## config.mk

```make
export PLATFORM = sky130hd
export DESIGN_NAME = dm_port_arbiter
export DESIGN_NICKNAME = d
export VERILOG_FILES = /design/src/rtl/dm_port_arbiter.sv
export SDC_FILE = /design/constraint.sdc
export NUM_CORES = 1
export LEC_CHECK = 0
export ABC_CLOCK_PERIOD_IN_PS = 2600
export CAP_MARGIN = 20
export CORE_AREA = 2 2 97 170
export CTS_CLUSTER_DIAMETER = 50
export DETAILED_ROUTE_END_ITERATION = 10
export DIE_AREA = 0 0 99 172
export GPL_ROUTABILITY_DRIVEN = 0
export GPL_TIMING_DRIVEN = 0
export PLACE_DENSITY = 0.8
export SLEW_MARGIN = 20
export SYNTH_ARGS = -nofsm -noshare
export SYNTH_HDL_FRONTEND = slang
export SYNTH_SLANG_ARGS = --single-unit
export TNS_END_PERCENT = 5
```

## constraint.sdc

```tcl
create_clock -name clk -period 2.6 [get_ports clk]
set_input_delay 0.52 -clock clk [delete_from_list [all_inputs] [get_ports clk]]
set_output_delay 0.52 -clock clk [all_outputs]
set_load 0.05 [all_outputs]
```

## src/rtl/dm_port_arbiter.sv

```systemverilog
// dm_port_arbiter
//   Two-port round-robin front end for the single-port data-memory word array.
//   Port 0 is the M-stage load/store unit, port 1 the debug/loader port.
//   Only one access is in flight at a time:
//     - loads read the array in ACC and return registered data one cycle later;
//     - full-word stores write in ACC;
//     - partial stores read the old word in ACC and write the merged word in MRG.
//
// Ports
//   clk, reset          clock, asynchronous active-low reset
//   pN_req/we/be/addr   per-port request (held until pN_gnt)
//   pN_wdata/pN_pc      store data, issuing PC (PC only used by the write log)
//   pN_gnt              acceptance pulse (combinational, IDLE only)
//   rvalid/rid/rdata    load response, one cycle pulse
//   err                 out-of-range pulse, owner on rid
//   ram_we/addr/wdata   array write port and address
//   ram_rdata           combinational array read data
//
// Build option
//   DM_WRITE_LOG_EN     when defined, every array write is printed with its PC.

module dm_port_arbiter #(
  parameter int DEPTH = 3072,
  parameter int AW    = 12
) (
  input  logic          clk,
  input  logic          reset,
  input  logic          p0_req,
  input  logic          p0_we,
  input  logic [3:0]    p0_be,
  input  logic [31:0]   p0_addr,
  input  logic [31:0]   p0_wdata,
  input  logic [31:0]   p0_pc,
  input  logic          p1_req,
  input  logic          p1_we,
  input  logic [3:0]    p1_be,
  input  logic [31:0]   p1_addr,
  input  logic [31:0]   p1_wdata,
  input  logic [31:0]   p1_pc,
  output logic          p0_gnt,
  output logic          p1_gnt,
  output logic          rvalid,
  output logic          rid,
  output logic [31:0]   rdata,
  output logic          err,
  output logic          ram_we,
  output logic [AW-1:0] ram_addr,
  output logic [31:0]   ram_wdata,
  input  logic [31:0]   ram_rdata
);

  typedef enum logic [1:0] {S_IDLE, S_ACC, S_MRG} state_t;

  state_t      r_state;
  logic        r_last;     // port granted most recently
  logic        r_id;
  logic        r_we;
  logic [3:0]  r_be;
  logic [29:0] r_idx;      // full word index, upper bits feed the range check
  logic [31:0] r_wdata;
  logic [31:0] r_old;      // old word captured for read-modify-write
  logic [31:0] r_rdata;
  logic        r_rvalid;
  logic        r_err;
  logic        r_rid;

  logic        w_both;
  logic        w_win;
  logic        w_accept;
  logic        w_oor;
  logic        w_full;
  logic [31:0] w_merge;

  // Tie goes to the port not granted last; a lone requester always wins.
  assign w_both   = p0_req & p1_req;
  assign w_win    = w_both ? ~r_last : p1_req;
  assign w_accept = (r_state == S_IDLE) & (p0_req | p1_req);
  assign p0_gnt   = w_accept & ~w_win;
  assign p1_gnt   = w_accept &  w_win;

  assign w_oor  = (r_idx >= 30'(DEPTH));
  assign w_full = (r_be == 4'hF);

  // Lane merge; with be=4'hF this is simply the new word, so the same path
  // serves the full-word write in ACC and the merged write in MRG.
  for (genvar i = 0; i < 4; i++) begin : g_lane
    assign w_merge[8*i +: 8] = r_be[i] ? r_wdata[8*i +: 8] : r_old[8*i +: 8];
  end

  // ram_we is decoded from the state register so an asynchronous reset
  // removes it immediately.
  assign ram_we    = ((r_state == S_ACC) & r_we & w_full & ~w_oor) |
                     (r_state == S_MRG);
  assign ram_addr  = r_idx[AW-1:0];
  assign ram_wdata = w_merge;

  assign rvalid = r_rvalid;
  assign err    = r_err;
  assign rid    = r_rid;
  assign rdata  = r_rdata;

`ifdef DM_WRITE_LOG_EN
  logic [31:0] r_pc;
`endif

  always_ff @(posedge clk or negedge reset) begin
    if (!reset) begin
      r_state  <= S_IDLE;
      r_last   <= 1'b1;        // port 0 wins the first tie
      r_id     <= 1'b0;
      r_we     <= 1'b0;
      r_be     <= 4'h0;
      r_idx    <= '0;
      r_wdata  <= '0;
      r_old    <= '0;
      r_rdata  <= '0;
      r_rvalid <= 1'b0;
      r_err    <= 1'b0;
      r_rid    <= 1'b0;
`ifdef DM_WRITE_LOG_EN
      r_pc     <= '0;
`endif
    end else begin
      r_rvalid <= 1'b0;
      r_err    <= 1'b0;
      case (r_state)
        S_IDLE: begin
          if (w_accept) begin
            r_id    <= w_win;
            r_last  <= w_win;
            r_we    <= w_win ? p1_we         : p0_we;
            r_be    <= w_win ? p1_be         : p0_be;
            r_idx   <= w_win ? p1_addr[31:2] : p0_addr[31:2];
            r_wdata <= w_win ? p1_wdata      : p0_wdata;
`ifdef DM_WRITE_LOG_EN
            r_pc    <= w_win ? p1_pc         : p0_pc;
`endif
            r_state <= S_ACC;
          end
        end
        S_ACC: begin
          r_state <= S_IDLE;
          if (w_oor) begin
            r_err <= 1'b1;
            r_rid <= r_id;
            if (!r_we) begin
              r_rvalid <= 1'b1;
              r_rdata  <= '0;
            end
          end else if (!r_we) begin
            r_rvalid <= 1'b1;
            r_rid    <= r_id;
            r_rdata  <= ram_rdata;
          end else if (!w_full && (r_be != 4'h0)) begin
            r_old   <= ram_rdata;
            r_state <= S_MRG;
          end
        end
        S_MRG:   r_state <= S_IDLE;
        default: r_state <= S_IDLE;
      endcase
    end
  end

  // Byte offset bits carry no information for a word array.
  wire w_unused_abits = ^{p0_addr[1:0], p1_addr[1:0]};

`ifdef DM_WRITE_LOG_EN
  always_ff @(posedge clk) begin
    if (reset && ram_we)
      $display("%d@%h: *%h <= %h", $time, r_pc, {r_idx, 2'b00}, ram_wdata);
  end
`else
  wire w_unused_pc = ^{p0_pc, p1_pc};
`endif

endmodule

```

# == After elaboration in Yosys (flattened, before gate mapping) ==
# Cells that the tools add are included.
# word_totals
ff_bits,138
in_bits,238
out_inout_bits,82
wordCells,62
# op_classes
order_cmp,1
n_eq_ne,5
mux,23
bitwise_logic,13
reduce_logical,8
# ops
cell,n
$mux W32,4
$mux W8,4
$ge A30 B12 Y1 const B,1
$mux W30,1
$mux W1,8
$mux W2,4
$and A1 B1 Y1,7
$reduce_and A2 Y1,3
$eq A4 B4 Y1 const B,1
$mux W4,1
$not A1 Y1,4
$pmux W2 S2,1
$reduce_and A4 Y1,1
$reduce_bool A4 Y1,1
$eq A2 B1 Y1 const B,1
$eq A2 B2 Y1 const B,1
$logic_not A2 Y1,1
$ne A2 B1 Y1 const B,1
$ne A2 B2 Y1 const B,1
$or A1 B1 Y1,2
$logic_and A1 B1 Y1,1
$logic_not A1 Y1,1

# == Longest topological paths before layout ==
# logic_depth
word_depth,7
mapped_depth,7
depth_no_buf,5

# == Worst setup path after synthesis ==
# OpenSTA, ideal clock, no wires.
# synth_timing
kind,reg2out
startpoint,reg r_idx[17]
endpoint,out ram_we
arrival_ps,2437
t_required_ps,2080
slack_ps,-357
path_stages_with_launch,5
cell_sequence,dfrtp_1 > or4_1 > nor2_4 > nand2_1 > o31ai_1
# synth_between
elab_chain_len,4
# synth_lines
element,line,rtl
start: declaration,59,logic [29:0] r_idx;
start signal: assignment,133,r_idx <= w_win ? p1_addr[31:2] : p0_addr[31:2];
$ge A30 B12 Y1,81,assign w_oor = (r_idx >= 30'(DEPTH));
$not A1 Y1 (no source line),-,
$and A1 B1 Y1,92,assign ram_we = ((r_state == S_ACC) & r_we & w_full & ~w_oor) |
$or A1 B1 Y1,92,
end: declaration,46,"output logic ram_we,"
# Every way passes these cells.

# == Worst setup path in the final report ==
# layout_timing
startpoint,reg r_be[2]
endpoint,out ram_wdata[21]
# layout_between
elab_chain_len,1
# layout_lines
element,line,rtl
start: declaration,58,logic [3:0] r_be;
start signal: assignment,132,r_be <= w_win ? p1_be : p0_be;
$mux W8,87,assign w_merge[8*i +: 8] = r_be[i] ? r_wdata[8*i +: 8] : r_old[8*i +: 8];
end: declaration,48,"output logic [31:0] ram_wdata,"
# Every way passes these cells.

==> flow_metrics.py <==
metrics = {
    "sta": {
        "fmax_ghz": 0.393,
        "min_period_ns": 2.55,
        "setup_tns_ns": 0,
        "setup_ws_ns": 0.0542,
        "drv_slew": 0,
        "min_period_over_period_pct": 97.9,
        "hold_viol_final": 0,
        "finClkSkew_ns": 0.00999,
        "rsz0062_at_grt": "false",
        "slew_headroom_pct": 50.5,
        "tightest_slew_ns": 0.743,
        "setup_viol": 0,
    },
    "detailed_routing": {
        "vias_per_cell": 4.99,
        "vias": 5266,
        "drt_iter0_drc": 207,
        "wl_microns": 18700,
        "drc": 0,
        "drt-wirelength-per-cell_microns": 17.7,
        "ant_nets": 0,
        "drt_pass1_iterations": 4,
    },
    "finish": {
        "drive_gt1_share_pct": 15.8,
        "n_antenna_cell": 0,
        "area_growth_syn_to_layout_pct": 55.4,
        "final_area_sq_um": 9610,
        "stdcell_count": 1055,
        "nNetsFinal": 1091,
    },
    "die": {
        "num_rows": 61,
        "dieWidth_microns": 99,
        "start_util_pct": 39.5,
        "core-area_sq_um": 15600,
        "num_io_pins": 320,
        "dieArea_sq_um": 17000,
        "die_h_microns": 172,
    },
    "clock_tree": {
        "clock_latency_ns": 0.41,
        "clock-sinks": 138,
        "cts_tree": "done",
        "numCtsBuffers": 17,
        "cts_hold_buf": 0,
        "clk_path_buf_depth": 2,
        "htree_levels": 4,
        "path_clk_slew_ns": 0.06,
        "root_buffer": "clkbuf_16",
    },
    "grt": {
        "antenna_found_initial": 0,
        "grt_usage_pct": 22.0,
        "grt_pass1_vias": 5618,
        "grt_max_degree": 93,
        "grt_pass1_wl_microns": 28900,
        "overflow": 0,
    },
    "yosys": {
        "syn_avg_cell_area_sq_um": 10.6,
        "yosys_warnings": 0,
        "yosys.area.top_type": "dfrtp_1",
        "ys_seq_area_share_pct": 55.9,
        "syn-instance-count": 583,
        "ys_ff_latch": 138,
        "yosys-top-cells-area": "dfrtp_1 (55%), nand2_1 (12%), a22oi_1 (8.1%)",
        "ys_types": 30,
        "synthesis.nets": 821,
        "yosys.area.top_type_share_pct": 55.4,
        "netlist_area_sq_um": 6180,
    },
    "critical_path": {
        "arrival_ns": 2.03,
        "critical_path_class": "flop to output pin",
        "setup.worst_path.end_class": "output pin",
        "worst-path-max-fanout": 11,
        "crit_required_ns": 2.08,
        "startpoint_type": "flop",
        "rrSetupSlack_ns": 0.47,
    },
    "placement": {
        "post-place-ws_ns": -1.15,
        "io_buffers": 251,
        "dp_hpwl_microns": 14000,
        "place_inst": 1024,
        "place_area_sq_um": 8970,
    },
    "flow_run": {
        "maxCapViolCount": 0,
    },
    "power_and_ir_drop": {
        "power_leakage_nw": 4.45,
        "power_density_nw_per_um2": 743,
        "peakVddDrop_v": 0.000364,
    },
    "run_status": {
        "status": "completed",
    },
    "min_path": {
        "min_path_type": "primary input to async pin",
    },
}
## placed cells by master, fill, tap and decap left out, drive strengths merged, types with 2 or more instances in the layout
cell type,instances
or4,3
nand2,202
inv,5
nor2,4
o21ai,33
bufinv,2
nor4,2
clkinv,2
clkbuf,49
clkinvlp,5
dlygate4sd2,19
mux2,65
clkdlybuf4s50,217
dfrtp,137
dlymetal6s2s,11
a21o,2
nand2b,3
buf,26
a22oi,67
and3,3
nand4,2
## cells in the mapped netlist
master	n
nor2b_1	1
a31oi_1	1
and3_1	3
buf_6	3
nor4_1	2
dfrtp_1	137
or4_4	1
buf_4	12
mux2_4	30
inv_2	1
nand2_1	202
nand4_1	1
o21ai_1	17
nor2_1	3
nand4_4	1
inv_1	1
nor2_4	1
o31ai_1	1
a2111oi_2	1
o21ai_0	16
a21oi_1	1
buf_2	3
clkbuf_1	33
nand2b_1	3
a21o_1	2
a211oi_1	1
dfstp_2	1
or4_1	2
mux2_2	35
a22oi_1	67
## metrics by stage
| stage | utilization, % | hold WS [ns] | total power, mW |
|---|---|---|---|
| floorplan | - | 0.224 | 3.93 |
| global placement | 57.1 | 0.442 | 4.78 |
| detailed placement | 57.3 | 0.442 | 4.82 |
| CTS | 61.2 | 0.00937 | 7.21 |
| global route | 61.4 | 0.0218 | 7.48 |
| finish | 61.4 | 0.00502 | 7.14 |
## cell families (layout without fill, tap and decap cells)
family	after synthesis	in the layout	share of synthesized area, %
AOI/OAI and AO/OA	107	107	11.7
buffers and inverters	53	336	4.37
DFF	138	138	55.9
muxes	65	65	13.7
and+or+nand+nor	220	220	14.4
## critical path, cell delays in order (launching register included)
cell and delay, ns:
dfrtp_2 0.54, mux2_2 0.38, clkdlybuf4s50_1 0.70
## final cells by class
class / count / area (sq um)
fill: 1317 / 6040
tap: 189 / 236
timing repair buffer: 254 / 2560
buffer: 48 / 259
clock inverter: 12 / 141
multi-input combinational: 392 / 2500
clock buffer: 20 / 447
sequential: 138 / 3460
inverter: 2 / 7.51
## registers in the layout, summed over array words and instances (netlist names), 2 cells and up
register  flops
r_state       2
r_wdata      32
r_old        32
rdata        32
r_be          4
r_idx        30
## routing by layer
metal  part of all wire [%]  global-route usage [%]
met5                      0                       0
met4                    2.4                    8.46
met3                    6.7                    5.62
met2                     51                    37.5
met1                     40                    26.7
## power by group
group | switching, mW | internal [mW]
clock | 0.956 | 1.45
combinational | 1.25 | 0.859
sequential | 0.187 | 2.43
total | 2.40 | 4.74
## repair_timing
item                                   4_1_cts  5_1_grt
pin swaps                                    3        0
endpoints found under the hold margin        0        0
gates resized for setup                     50       15
gates cloned                                 0        0
setup endpoints to repair                   35       14
setup buffers                                2        0
## path summary, 6_finish.rpt
path	startpoint	end	cells after the start
worst min-delay path	reset	r_wdata[7]$_DFFE_PN0P_	1
worst max register to register	r_last$_DFFE_PN1P_	r_wdata[8]$_DFFE_PN0P_	6
worst min register to register	r_wdata[0]$_DFFE_PN0P_	r_wdata[0]$_DFFE_PN0P_	2
min in group clk	r_wdata[0]$_DFFE_PN0P_	r_wdata[0]$_DFFE_PN0P_	2
worst max-delay path	r_be[2]$_DFFE_PN0P_	ram_wdata[21]	2
max in group asynchronous	reset	r_state[1]$_DFFE_PN0P_	2
Power figures use the tool's default switching activity.
